--- src/rtl/excp_pkg.sv ---
// Purpose : shared types and constants for exception/ERTN commit sequencing.
// Latency : n/a (package).
// Backpressure : n/a (package).
package excp_pkg;

  // Cause vector layout {ALE,BRK,SYS,IPE,INE,ADEF}
  localparam int CAUSE_W    = 6;
  localparam int CAUSE_ADEF = 0;
  localparam int CAUSE_INE  = 1;
  localparam int CAUSE_IPE  = 2;
  localparam int CAUSE_SYS  = 3;
  localparam int CAUSE_BRK  = 4;
  localparam int CAUSE_ALE  = 5;

  localparam logic [5:0] ECODE_INT  = 6'h00;
  localparam logic [5:0] ECODE_ADEF = 6'h08;
  localparam logic [5:0] ECODE_ALE  = 6'h09;
  localparam logic [5:0] ECODE_SYS  = 6'h0B;
  localparam logic [5:0] ECODE_BRK  = 6'h0C;
  localparam logic [5:0] ECODE_INE  = 6'h0D;
  localparam logic [5:0] ECODE_IPE  = 6'h0E;

  typedef enum logic [1:0] {
    IDLE  = 2'd0,
    FLUSH = 2'd1,
    REDIR = 2'd2,
    HOLD  = 2'd3
  } excp_state_t;

  typedef enum logic {
    KIND_EXCP = 1'b0,
    KIND_ERTN = 1'b1
  } flush_kind_t;

endpackage

--- src/rtl/excp_prio_enc.sv ---
// Purpose : picks the highest-priority cause (INT > ADEF > INE > IPE > SYS > BRK > ALE).
// Latency : combinational.
// Backpressure : none.
// Ports   : has_int (already masked by caller), cause vector in; hit + ecode out.
module excp_prio_enc
  import excp_pkg::*;
(
  input  logic               has_int,
  input  logic [CAUSE_W-1:0] cause,
  output logic               hit,
  output logic [5:0]         ecode
);

  always_comb begin
    hit   = has_int | (|cause);
    ecode = ECODE_INT;
    if (has_int)                ecode = ECODE_INT;
    else if (cause[CAUSE_ADEF]) ecode = ECODE_ADEF;
    else if (cause[CAUSE_INE])  ecode = ECODE_INE;
    else if (cause[CAUSE_IPE])  ecode = ECODE_IPE;
    else if (cause[CAUSE_SYS])  ecode = ECODE_SYS;
    else if (cause[CAUSE_BRK])  ecode = ECODE_BRK;
    else if (cause[CAUSE_ALE])  ecode = ECODE_ALE;
  end

endmodule

--- src/rtl/excp_commit_ctrl.sv ---
// Purpose : sequences exception/interrupt/ERTN commit: CSR strobe, pipe flush, fetch redirect.
// Latency : strobe one cycle after the commit, redirect_valid from the cycle after that.
// Backpressure : commit_ready low in FLUSH/REDIR; redirect held until redirect_ready.
// Ports   : commit_* from writeback, has_int/csr_eentry/csr_era from CSR file,
//           excp_flush/ertn_flush/era_in/ecode_out/esubcode_out to CSR file,
//           redirect_valid/ready/pc to fetch, retire_en and pipe_flush to the pipeline.
module excp_commit_ctrl
  import excp_pkg::*;
#(
  parameter int PC_W        = 32,
  parameter int HOLDOFF_CYC = 2
) (
  input  logic               clk,
  input  logic               reset,
  input  logic               commit_valid,
  output logic               commit_ready,
  input  logic [PC_W-1:0]    commit_pc,
  input  logic [CAUSE_W-1:0] commit_excp,
  input  logic               commit_ertn,
  input  logic               has_int,
  input  logic [PC_W-1:0]    csr_eentry,
  input  logic [PC_W-1:0]    csr_era,
  output logic               retire_en,
  output logic               excp_flush,
  output logic               ertn_flush,
  output logic [PC_W-1:0]    era_in,
  output logic [5:0]         ecode_out,
  output logic [8:0]         esubcode_out,
  output logic               pipe_flush,
  output logic               redirect_valid,
  input  logic               redirect_ready,
  output logic [PC_W-1:0]    redirect_pc
);

  localparam logic [3:0] HOLD_LOAD = 4'(HOLDOFF_CYC);

  excp_state_t state_q, state_d;
  logic [3:0]  cnt_q, cnt_d;
  flush_kind_t kind_q;
  logic [5:0]  ecode_q;
  logic [PC_W-1:0] era_q, target_q;

  logic fire, int_ok, take_excp, take_ertn, capture;
  logic enc_hit;
  logic [5:0] enc_ecode;

  assign commit_ready = (state_q == IDLE) || (state_q == HOLD);
  assign fire         = commit_valid & commit_ready;
  // Interrupts only get through in IDLE with the holdoff counter drained.
  assign int_ok       = has_int & (state_q == IDLE) & (cnt_q == 4'd0);

  excp_prio_enc u_prio_enc (
    .has_int (int_ok),
    .cause   (commit_excp),
    .hit     (enc_hit),
    .ecode   (enc_ecode)
  );

  assign take_excp = fire & enc_hit;
  assign take_ertn = fire & commit_ertn & ~take_excp;
  assign retire_en = fire & ~take_excp & ~take_ertn;

  always_comb begin
    state_d = state_q;
    cnt_d   = cnt_q;
    capture = 1'b0;
    case (state_q)
      IDLE: begin
        if (take_excp | take_ertn) begin
          state_d = FLUSH;
          capture = 1'b1;
        end
      end
      FLUSH: state_d = REDIR;
      REDIR: begin
        if (redirect_ready) begin
          state_d = HOLD;
          cnt_d   = HOLD_LOAD;
        end
      end
      HOLD: begin
        if (take_excp | take_ertn) begin
          state_d = FLUSH;
          cnt_d   = 4'd0;
          capture = 1'b1;
        end else if (cnt_q <= 4'd1) begin
          state_d = IDLE;
          cnt_d   = 4'd0;
        end else begin
          cnt_d = cnt_q - 4'd1;
        end
      end
      default: state_d = IDLE;
    endcase
  end

  always_ff @(posedge clk) begin
    if (reset) begin
      state_q  <= IDLE;
      cnt_q    <= 4'd0;
      kind_q   <= KIND_EXCP;
      ecode_q  <= 6'd0;
      era_q    <= '0;
      target_q <= '0;
    end else begin
      state_q <= state_d;
      cnt_q   <= cnt_d;
      if (capture) begin
        kind_q   <= take_excp ? KIND_EXCP : KIND_ERTN;
        ecode_q  <= enc_ecode;
        era_q    <= commit_pc;
        target_q <= take_excp ? csr_eentry : csr_era;
      end
    end
  end

  assign excp_flush     = (state_q == FLUSH) & (kind_q == KIND_EXCP);
  assign ertn_flush     = (state_q == FLUSH) & (kind_q == KIND_ERTN);
  assign pipe_flush     = (state_q == FLUSH) || (state_q == REDIR);
  assign redirect_valid = (state_q == REDIR);
  assign redirect_pc    = target_q;
  assign ecode_out      = ecode_q;
  assign era_in         = era_q;
  assign esubcode_out   = 9'd0;

endmodule

--- config.mk ---
export PLATFORM = sky130hd
export DESIGN_NAME = excp_commit_ctrl
export DESIGN_NICKNAME = d
export VERILOG_FILES = /design/src/rtl/excp_pkg.sv /design/src/rtl/excp_prio_enc.sv /design/src/rtl/excp_commit_ctrl.sv
export SDC_FILE = /design/constraint.sdc
export NUM_CORES = 1
export LEC_CHECK = 0
export ABC_AREA = 1
export BUFFER_PORTS_ARGS = -buffer_cell sky130_fd_sc_hd__buf_2
export CORE_UTILIZATION = 44
export DETAILED_ROUTE_END_ITERATION = 16
export GPL_ROUTABILITY_DRIVEN = 0
export GPL_TIMING_DRIVEN = 0
export PLACE_DENSITY_LB_ADDON = 0.08
export SLEW_MARGIN = 20
export SYNTH_ARGS = -nofsm -noshare
export SYNTH_HDL_FRONTEND = slang
export SYNTH_HIERARCHICAL = 1
export SYNTH_SLANG_ARGS = --single-unit
export TNS_END_PERCENT = 10
--- constraint.sdc ---
create_clock -name clk -period 2.55 [get_ports clk]
set_input_delay 0.3825 -clock clk [delete_from_list [all_inputs] [get_ports clk]]
set_output_delay 0.3825 -clock clk [all_outputs]
set_load 0.01 [all_outputs]
; ---- Word-level counts from Yosys, hierarchy flattened
; Index checks and enable logic that the tools add are counted.
; Widths: inputs -> output; s select.
[op_classes]
n_addsub = 1
n_lt_le_gt_ge = 1
n_eq_ne = 6
n_mux = 20
bitwise_logic = 15
reduce_logical = 9
[ops]
columns = op, n
row1 = $mux 6, 6
row2 = $mux 32, 1
row3 = $mux 4, 4
row4 = $and 1x1->1, 10
row5 = $mux 2, 4
row6 = $pmux 2 s4, 1
row7 = $pmux 4 s2, 1
row8 = $reduce_or 6->1, 1
row9 = $eq 2x2->1 const B, 2
row10 = $le 4x1->1 const B, 1
row11 = $logic_not 4->1, 1
row12 = $ne 2x1->1 const B, 2
row13 = $sub 4x1->4 const B, 1
row14 = $mux 1, 3
row15 = $ne 3x1->1 const B, 1
row16 = $not 1->1, 3
row17 = $reduce_and 3->1, 1
row18 = $eq 2x1->1 const B, 1
row19 = $logic_not 2->1, 1
row20 = $logic_or 1x1->1, 2
row21 = $or 1x1->1, 2
row22 = $reduce_and 2->1, 1
row23 = $reduce_bool 2->1, 1
row24 = $reduce_or 2->1, 1
[totals]
regBits = 77
inputBits = 108
out_inout_bits = 85

; ---- Longest topological paths before layout
; Gate-level depths: netlist (run 1).
[depth]
ltp_word = 10
ltp_mapped = 15
ltp_nobuf = 15

; ---- Modules after synthesis
; Netlist (run 1), hierarchy kept.
[by_module_without_submodules]
columns = module, n_inst, cells_each, area_each_um2
row1 = excp_commit_ctrl, 1, 400, 3178.0
row2 = excp_prio_enc, 1, 25, 123.9

; ---- Worst setup path before layout (run 1)
; No wires, ideal clock.
[synth_timing]
path_type = flip-flop to flip-flop
startpoint = register state_q[0]
endpoint = register ecode_q[2], in the netlist ecode_out[2]
setup_time_ns = 0.116
arrival_time_ns = 1.708
required_ns = 2.434
path_slack_ns = 0.727
stages_incl_launch_ff = 15
n_path_buf = 2
path_cell_list = dfxtp_1 -> inv_1 -> ha_1 -> nand3_1 -> nor3_1 -> inv_1 -> nand4_1 -> inv_4 -> nand2_4 -> nand2_4 -> inv_2 -> buf_6 -> buf_6 -> nor2_1 -> nor2_1
[synth_via]
elab_chain_len = 10
elab_cells_between_ends = 16
[synth_rtl]
columns = item, line_no
row1 = from (decl), excp_commit_ctrl.sv:37  ; excp_state_t state_q, state_d;
row2 = from (signal assigned), excp_commit_ctrl.sv:106  ; state_q <= state_d;
row3 = $logic_not 2->1 (*), excp_commit_ctrl.sv:50  ; assign int_ok = has_int & (state_q == IDLE) & (cnt_q == 4'd0);
row4 = $and 1x1->1 (*) (2 in series), excp_commit_ctrl.sv:50
row5 = via int_ok, excp_commit_ctrl.sv:43  ; logic fire, int_ok, take_excp, take_ertn, capture;
row6 = $or 1x1->1 (*), excp_prio_enc.sv:15  ; hit = has_int | (|cause);
row7 = via enc_hit, excp_commit_ctrl.sv:44  ; logic enc_hit;
row8 = $and 1x1->1 (*), excp_commit_ctrl.sv:59  ; assign take_excp = fire & enc_hit;
row9 = $not 1->1, excp_commit_ctrl.sv:60  ; assign take_ertn = fire & commit_ertn & ~take_excp;
row10 = $and 1x1->1, excp_commit_ctrl.sv:60
row11 = $or 1x1->1 (*), "excp_commit_ctrl.sv:69, excp_commit_ctrl.sv:82"
row12 = $mux 1 (*), "excp_commit_ctrl.sv:69, excp_commit_ctrl.sv:82"
row13 = $mux 1 (*), --
row14 = to (signal assigned), excp_commit_ctrl.sv:110  ; ecode_q <= enc_ecode;
row15 = to (decl), excp_commit_ctrl.sv:40  ; logic [5:0] ecode_q;
; The timed path passes the listed nets; every way through them passes the cells marked *.
; A chain may end at the register's enable or synchronous reset.

; ---- Final worst setup path (run 1)
[layout_timing]
startpoint = register state_q[0]
endpoint = output retire_en
[layout_via]
elab_chain_len = 9
elab_cells_between_ends = 14
[layout_rtl]
columns = item, line_no
row1 = $logic_not 2->1 (*), excp_commit_ctrl.sv:50
row2 = $and 1x1->1 (*) (2 in series), excp_commit_ctrl.sv:50
row3 = via int_ok, excp_commit_ctrl.sv:43
row4 = $or 1x1->1 (*), excp_prio_enc.sv:15
row5 = via enc_hit, excp_commit_ctrl.sv:44
row6 = $and 1x1->1 (*), excp_commit_ctrl.sv:59
row7 = $not 1->1 (*), "excp_commit_ctrl.sv:60, excp_commit_ctrl.sv:61"
row8 = $and 1x1->1, excp_commit_ctrl.sv:60
row9 = $not 1->1, excp_commit_ctrl.sv:61  ; assign retire_en = fire & ~take_excp & ~take_ertn;
row10 = $and 1x1->1 (*), excp_commit_ctrl.sv:61
row11 = to (decl), excp_commit_ctrl.sv:23  ; output logic retire_en,
; Marked as above.

==> results of run 1 <==
[cells in the mapped netlist (all sizes together)]
master	n
a21oi	37
a31oi	1
and3	1
buf	26
clkbuf	14
conb	2
dfxtp	77
ha	6
inv	26
nand2	18
nand3	10
nand4	1
nor2	97
nor3	2
nor4	1
o21ai	73
o22ai	32
xor2	1
[critical path: cells and delay by family, from the launching register on]
kind                     cells  cell delay [ns]
flip-flops                   1             0.37
AND/OR/NAND/NOR              5             0.59
adder cells (fa/ha/maj)      1             0.20
buffers and inverters        4             0.48
[logic make-up after synthesis]
family,count (synthesis)
AOI/OAI and AO/OA,143
and+or+nand+nor,130
DFF,77
buffers and inverters,66
adders and majority gates,6
other,2
xor gates and xnor gates,1
[layout make-up]
| type | count | area [um2] | area share, % |
|---|---|---|---|
| Sequential cell | 77 | 1540 | 33.4 |
| Multi-Input combinational cell | 291 | 1440 | 31.1 |
| Timing Repair Buffer | 183 | 916 | 19.9 |
| Buffer | 40 | 258 | 5.59 |
| Clock buffer | 9 | 124 | 2.69 |
| Tap cell | 99 | 124 | 2.69 |
| Clock inverter | 6 | 113 | 2.44 |
| Inverter | 26 | 100 | 2.17 |
[routing by layer]
metal | GRT usage [%] | routed length, um | vias to the layer above
met2 | 40.7 | 4460 | 145
li1 | - | - | 1808
met4 | 8.94 | 167 | 0
met5 | 0 | 0 | -
met3 | 4.94 | 636 | 16
met1 | 26.8 | 3800 | 1567
[sequential cells by signal, summed over array words and instances, names as in the netlist]
name and count:
kind_q 1, state_q 2, ecode_out 6, era_in 32, cnt_q 4, redirect_pc 32
[power groups by stage]
stage	clock network (mW)	registers (mW)	logic, mW
2_1_floorplan	0	1.97	1.15
3_3_place_gp	0	1.81	2.02
3_5_place_dp	0	1.81	2.06
4_1_cts	1.10	1.79	2.07
5_1_grt	1.16	1.85	2.33
6_report	1.09	1.80	2.05
[how the worst min path moves through the flow]
stage | start | slack (ns) | endpoint | cells past startpoint
after floorplan | reset | 0.45 | kind_q | 1
after global placement | ecode_out[4] | 0.46 | ecode_out[4] | 2
after detailed placement | ecode_out[0] | 0.47 | ecode_out[0] | 2
after CTS | reset | 0.24 | kind_q | 2
after global routing | reset | 0.23 | kind_q | 2
final | reset | 0.25 | kind_q | 2
[per-stage QoR]
step	power [mW]	hold slack, ns	setup WS (ns)	utilization (%)
after floorplan	3.12	0.455	0.727	-
after global placement	3.82	0.458	0.410	60.3
after detailed placement	3.87	0.466	0.377	60.3
after CTS	4.96	0.241	0.182	63.6
after global routing	5.33	0.227	0.0329	63.6
final	4.94	0.253	0.186	63.6
==> impl_metrics.py, run 1 <==
metrics = {
    "status": {
        "status": "complete, no violations",
    },
    "setup_path": {
        "path_cells": "inv_1 > ha_1 > nand3_1 > nor3_1 > inv_1 > nand4_1 > inv_4 > nand2_4 > nor2_1 > buf_2",
        "worst_setup_path_end_kind": "primary output",
        "crit_required_ns": 2.17,
        "critPathMaxFanout": 7,
        "endpoint": "retire_en",
        "rrSetupSlack_ns": 0.33,
        "crit_type": "reg2out",
        "start_kind": "flop",
        "crit_arrival_ns": 1.98,
        "max_stage_delay_ns": 0.37,
        "cpMostUsedCell": "inv_1",
        "crit_path_top_delay_cell": "dfxtp_1",
        "r2r_cells": 12,
        "cp-startpoint": "state_q[0]",
        "r2r_start": "state_q[0]",
        "reg2reg_to": "ecode_out[5]",
    },
    "placement": {
        "placed_area_mm2": 0.00438,
        "io_buffers": 183,
        "dp_hpwl_mm": 6.86,
        "place_inst": 716,
    },
    "die": {
        "die_w_um": 88.6,
        "die_y_um": 88.6,
        "dieArea_mm2": 0.00785,
        "io_pins": 193,
        "start_util_pct": 45.5,
        "core_area_mm2": 0.00725,
        "fp-row-count": 31,
    },
    "clock_tree": {
        "clock_path_buffers": 2,
        "clock_sinks": 77,
        "cts_root_buf": "clkbuf_8",
        "clk_pin_slew_worst_paths_ns": 0.07,
        "cts_tree": "yes",
        "insertion_delay_ns": 0.34,
        "htree_num_levels": 3,
        "cts-buffers-inserted": 9,
        "ctsHoldBuffers": 0,
        "post-cts-setup-buffers": 0,
        "cts_resized": 0,
    },
    "final_layout": {
        "final_cell_mix": "187 x buf_2, 94 x nor2_1, 77 x dfxtp_1",
        "drive_gt1_share_pct": 37.3,
        "nNetsFinal": 742,
        "final_common_cell": "buf_2",
        "areaGrowthSynthToFinish_pct": 39.7,
        "fillers": 701,
        "instances_no_fill": 731,
        "final_area_mm2": 0.00461,
        "antenna_cells": 0,
    },
    "sta": {
        "rsz0062_at_grt": "false",
        "min_period_ns": 2.36,
        "fin_tns_setup_ns": 0,
        "slew_viol_final": 0,
        "finClkSkew_ns": 0.0110,
        "period_share_pct": 92.7,
        "hold_viol": 0,
        "max_freq_mhz": 423,
        "finalSetupViolations": 0,
    },
    "logic_synthesis": {
        "yosysTopAreaCell": "dfxtp_1",
        "synth_xor_area_share_pct": 0.265,
        "synth_compound_area_share_pct": 23.0,
        "synth_fa_ha_area_share_pct": 2.27,
        "synth_simple_gate_area_share_pct": 16.7,
        "synthMuxAreaShare_pct": 0,
        "synthCells": 425,
        "synth_cell_types": 29,
        "yosys-top-cells-area": "dfxtp_1 47%, o21ai_0 11%, nor2_1 11%, o22ai_1 6.1%, a21oi_1 5.5%",
        "yosysWarnings": 6,
        "ys_ff_latch": 77,
        "ys_seq_area_share_pct": 46.7,
        "yosysTopAreaCellShare_pct": 46.7,
        "syn_area_mm2": 0.00330,
        "synth_top_family_by_area": "compound AO/OA/AOI/OAI gates",
        "syn_avg_cell_area_um2": 7.77,
    },
    "global_routing": {
        "overflow": 0,
        "grt_usage_pct": 22.9,
        "grt_pass1_wl_mm": 13.9,
        "grt_max_degree": 14,
        "antenna_found_initial": 0,
        "grt_pass1_vias": 3149,
    },
    "route": {
        "vias_per_cell": 4.84,
        "dr.first_iter.drc_count": 178,
        "drt_wl_total_mm": 9.06,
        "drc": 0,
        "postRouteAntennaNets": 0,
        "vias": 3536,
        "post_drt_wl_per_cell_um": 12.4,
        "dr.pass1.iters": 4,
    },
    "power_and_ir_drop": {
        "p_sw_mw": 1.86,
        "p_int_mw": 3.08,
        "seqPwrFrac_pct": 36.4,
        "p_clk_share_pct": 22.1,
        "power_switching_share_pct": 37.6,
        "leakage_nw": 2.37,
        "p_comb_share_pct": 41.5,
        "powerDensity_mw_per_mm2": 1070,
        "vdd_ir_drop_max_v": 0.000465,
    },
    "run": {
        "cap_violations": 0,
    },
    "min_path": {
        "hold_path_class": "in2reg",
    },
}
Note: power is estimated with default switching activity, not from simulation.
==> run 2, diff against run 1 <==
--- a/config.mk
+++ b/config.mk
@@ -11,7 +11,7 @@
 export DETAILED_ROUTE_END_ITERATION = 16
 export GPL_ROUTABILITY_DRIVEN = 0
 export GPL_TIMING_DRIVEN = 0
-export PLACE_DENSITY_LB_ADDON = 0.08
+export PLACE_DENSITY_LB_ADDON = 0.15
 export SLEW_MARGIN = 20
 export SYNTH_ARGS = -nofsm -noshare
 export SYNTH_HDL_FRONTEND = slang
==> impl_metrics.py, run 2 (synthesis gave the netlist of run 1 again) <==
metrics = {
    "status": {
        "status": "complete, no violations",
    },
    "die": {
        "die_w_um": 88.6,
        "start_util_pct": 45.5,
        "fp-row-count": 31,
        "dieArea_mm2": 0.00785,
        "io_pins": 193,
        "core_area_mm2": 0.00725,
        "die_y_um": 88.6,
    },
    "final_layout": {
        "nNetsFinal": 742,
        "areaGrowthSynthToFinish_pct": 38.3,
        "antenna_cells": 0,
        "final_common_cell": "buf_2",
        "instances_no_fill": 731,
        "drive_gt1_share_pct": 37.2,
        "fillers": 702,
        "final_cell_mix": "187 x buf_2, 94 x nor2_1, 77 x dfxtp_1",
    },
    "global_routing": {
        "overflow": 0,
        "antenna_found_initial": 0,
        "grt_usage_pct": 23.0,
        "grt_max_degree": 13,
        "grt_pass1_wl_mm": 13.8,
        "grt_pass1_vias": 3047,
    },
    "setup_path": {
        "critPathMaxFanout": 7,
        "r2r_start": "state_q[0]",
        "worst_setup_path_end_kind": "primary output",
        "crit_type": "reg2out",
        "cp-startpoint": "state_q[0]",
        "rrSetupSlack_ns": 0.38,
        "crit_arrival_ns": 1.95,
        "crit_required_ns": 2.17,
        "start_kind": "flop",
        "r2r_cells": 12,
        "reg2reg_to": "era_in[15]",
    },
    "route": {
        "dr.first_iter.drc_count": 105,
        "vias_per_cell": 4.92,
        "drt_wl_total_mm": 9.07,
        "drc": 0,
        "post_drt_wl_per_cell_um": 12.4,
        "vias": 3596,
        "postRouteAntennaNets": 0,
        "dr.pass1.iters": 4,
    },
    "sta": {
        "fin_tns_setup_ns": 0,
        "rsz0062_at_grt": "false",
        "slew_viol_final": 0,
        "finClkSkew_ns": 0.0127,
        "max_freq_mhz": 428,
        "min_period_ns": 2.34,
        "hold_viol": 0,
        "finalSetupViolations": 0,
        "period_share_pct": 91.6,
    },
    "placement": {
        "dp_hpwl_mm": 6.92,
        "place_inst": 716,
        "io_buffers": 183,
    },
    "clock_tree": {
        "cts_tree": "yes",
        "clk_pin_slew_worst_paths_ns": 0.07,
        "clock_sinks": 77,
        "cts_root_buf": "clkbuf_8",
        "clock_path_buffers": 2,
        "ctsHoldBuffers": 0,
        "htree_num_levels": 3,
        "cts_resized": 0,
        "cts-buffers-inserted": 9,
        "insertion_delay_ns": 0.35,
        "post-cts-setup-buffers": 0,
    },
    "min_path": {
        "hold_path_class": "in2reg",
        "hp-start": "reset",
        "min_path_cells": 2,
        "whs_endpoint": "kind_q",
    },
    "power_and_ir_drop": {
        "powerDensity_mw_per_mm2": 1040,
        "vdd_ir_drop_max_v": 0.000530,
        "leakage_nw": 2.35,
    },
    "run": {
        "cap_violations": 0,
    },
}
==> run 2: cell types whose count changed in the layout (fill, tap and decap cells not counted) <==
| cell | delta |
|---|---|
| clkinv_2 | +1 |
| clkinv_4 | -1 |
| clkbuf_8 | +1 |
| bufinv_16 | -2 |
| clkbuf_1 | +1 |
==> run 2: power breakdown <==
group          internal, mW  total, mW  switching, mW
clock network         0.473      0.911          0.438
registers              1.60       1.80          0.201
logic                 0.836       2.05           1.21
total                  2.90       4.75           1.85
==> run 2: critical path: stages (launching register included) <==
cell,delay (ns)
dfxtp_1,0.41
inv_1,0.10
ha_1,0.24
nand3_1,0.07
nor3_1,0.06
inv_1,0.11
nand4_1,0.15
inv_4,0.17
nand2_4,0.08
nor2_1,0.08
buf_2,0.14
==> run 2: layout make-up <==
type	count	area [um2]	share of cell area [%]
buffer	40	258	5.65
clock buffer	11	141	3.10
clock inverter	4	48.8	1.07
inverter	26	100	2.19
multi-input combinational	291	1440	31.5
sequential	77	1540	33.8
tap	99	124	2.71
timing repair buffer	183	916	20.1
==> run 2: how the worst max path moves through the flow <==
stage / to / slack [ns] / cells past startpoint
2_1_floorplan: ecode_out[2] / 0.73 / 14
3_3_place_gp: era_in[15] / 0.42 / 12
3_5_place_dp: era_in[15] / 0.37 / 12
4_1_cts: retire_en / 0.18 / 10
5_1_grt: retire_en / 0.06 / 10
6_report: retire_en / 0.21 / 10
==> run 2: routing by layer <==
layer  vias up  GRT usage [%]  part of all wire (%)
met5         -              0                     0
met4         0           10.9                   2.3
met3        19           6.53                   8.0
met2       151           39.5                    48
met1      1615           26.4                    42
li1       1811              -                     -
==> run 2: per-stage QoR <==
stage	utilization, %	total power [mW]	area [um2]	setup slack [ns]	hold slack (ns)
floorplan	-	3.12	3340	0.727	0.455
global placement	60.3	3.81	4380	0.416	0.459
CTS	62.9	4.79	4570	0.181	0.211
finish	62.9	4.75	4570	0.214	0.234
global route	62.9	5.14	4570	0.0619	0.216
detailed placement	60.3	3.87	4380	0.374	0.467
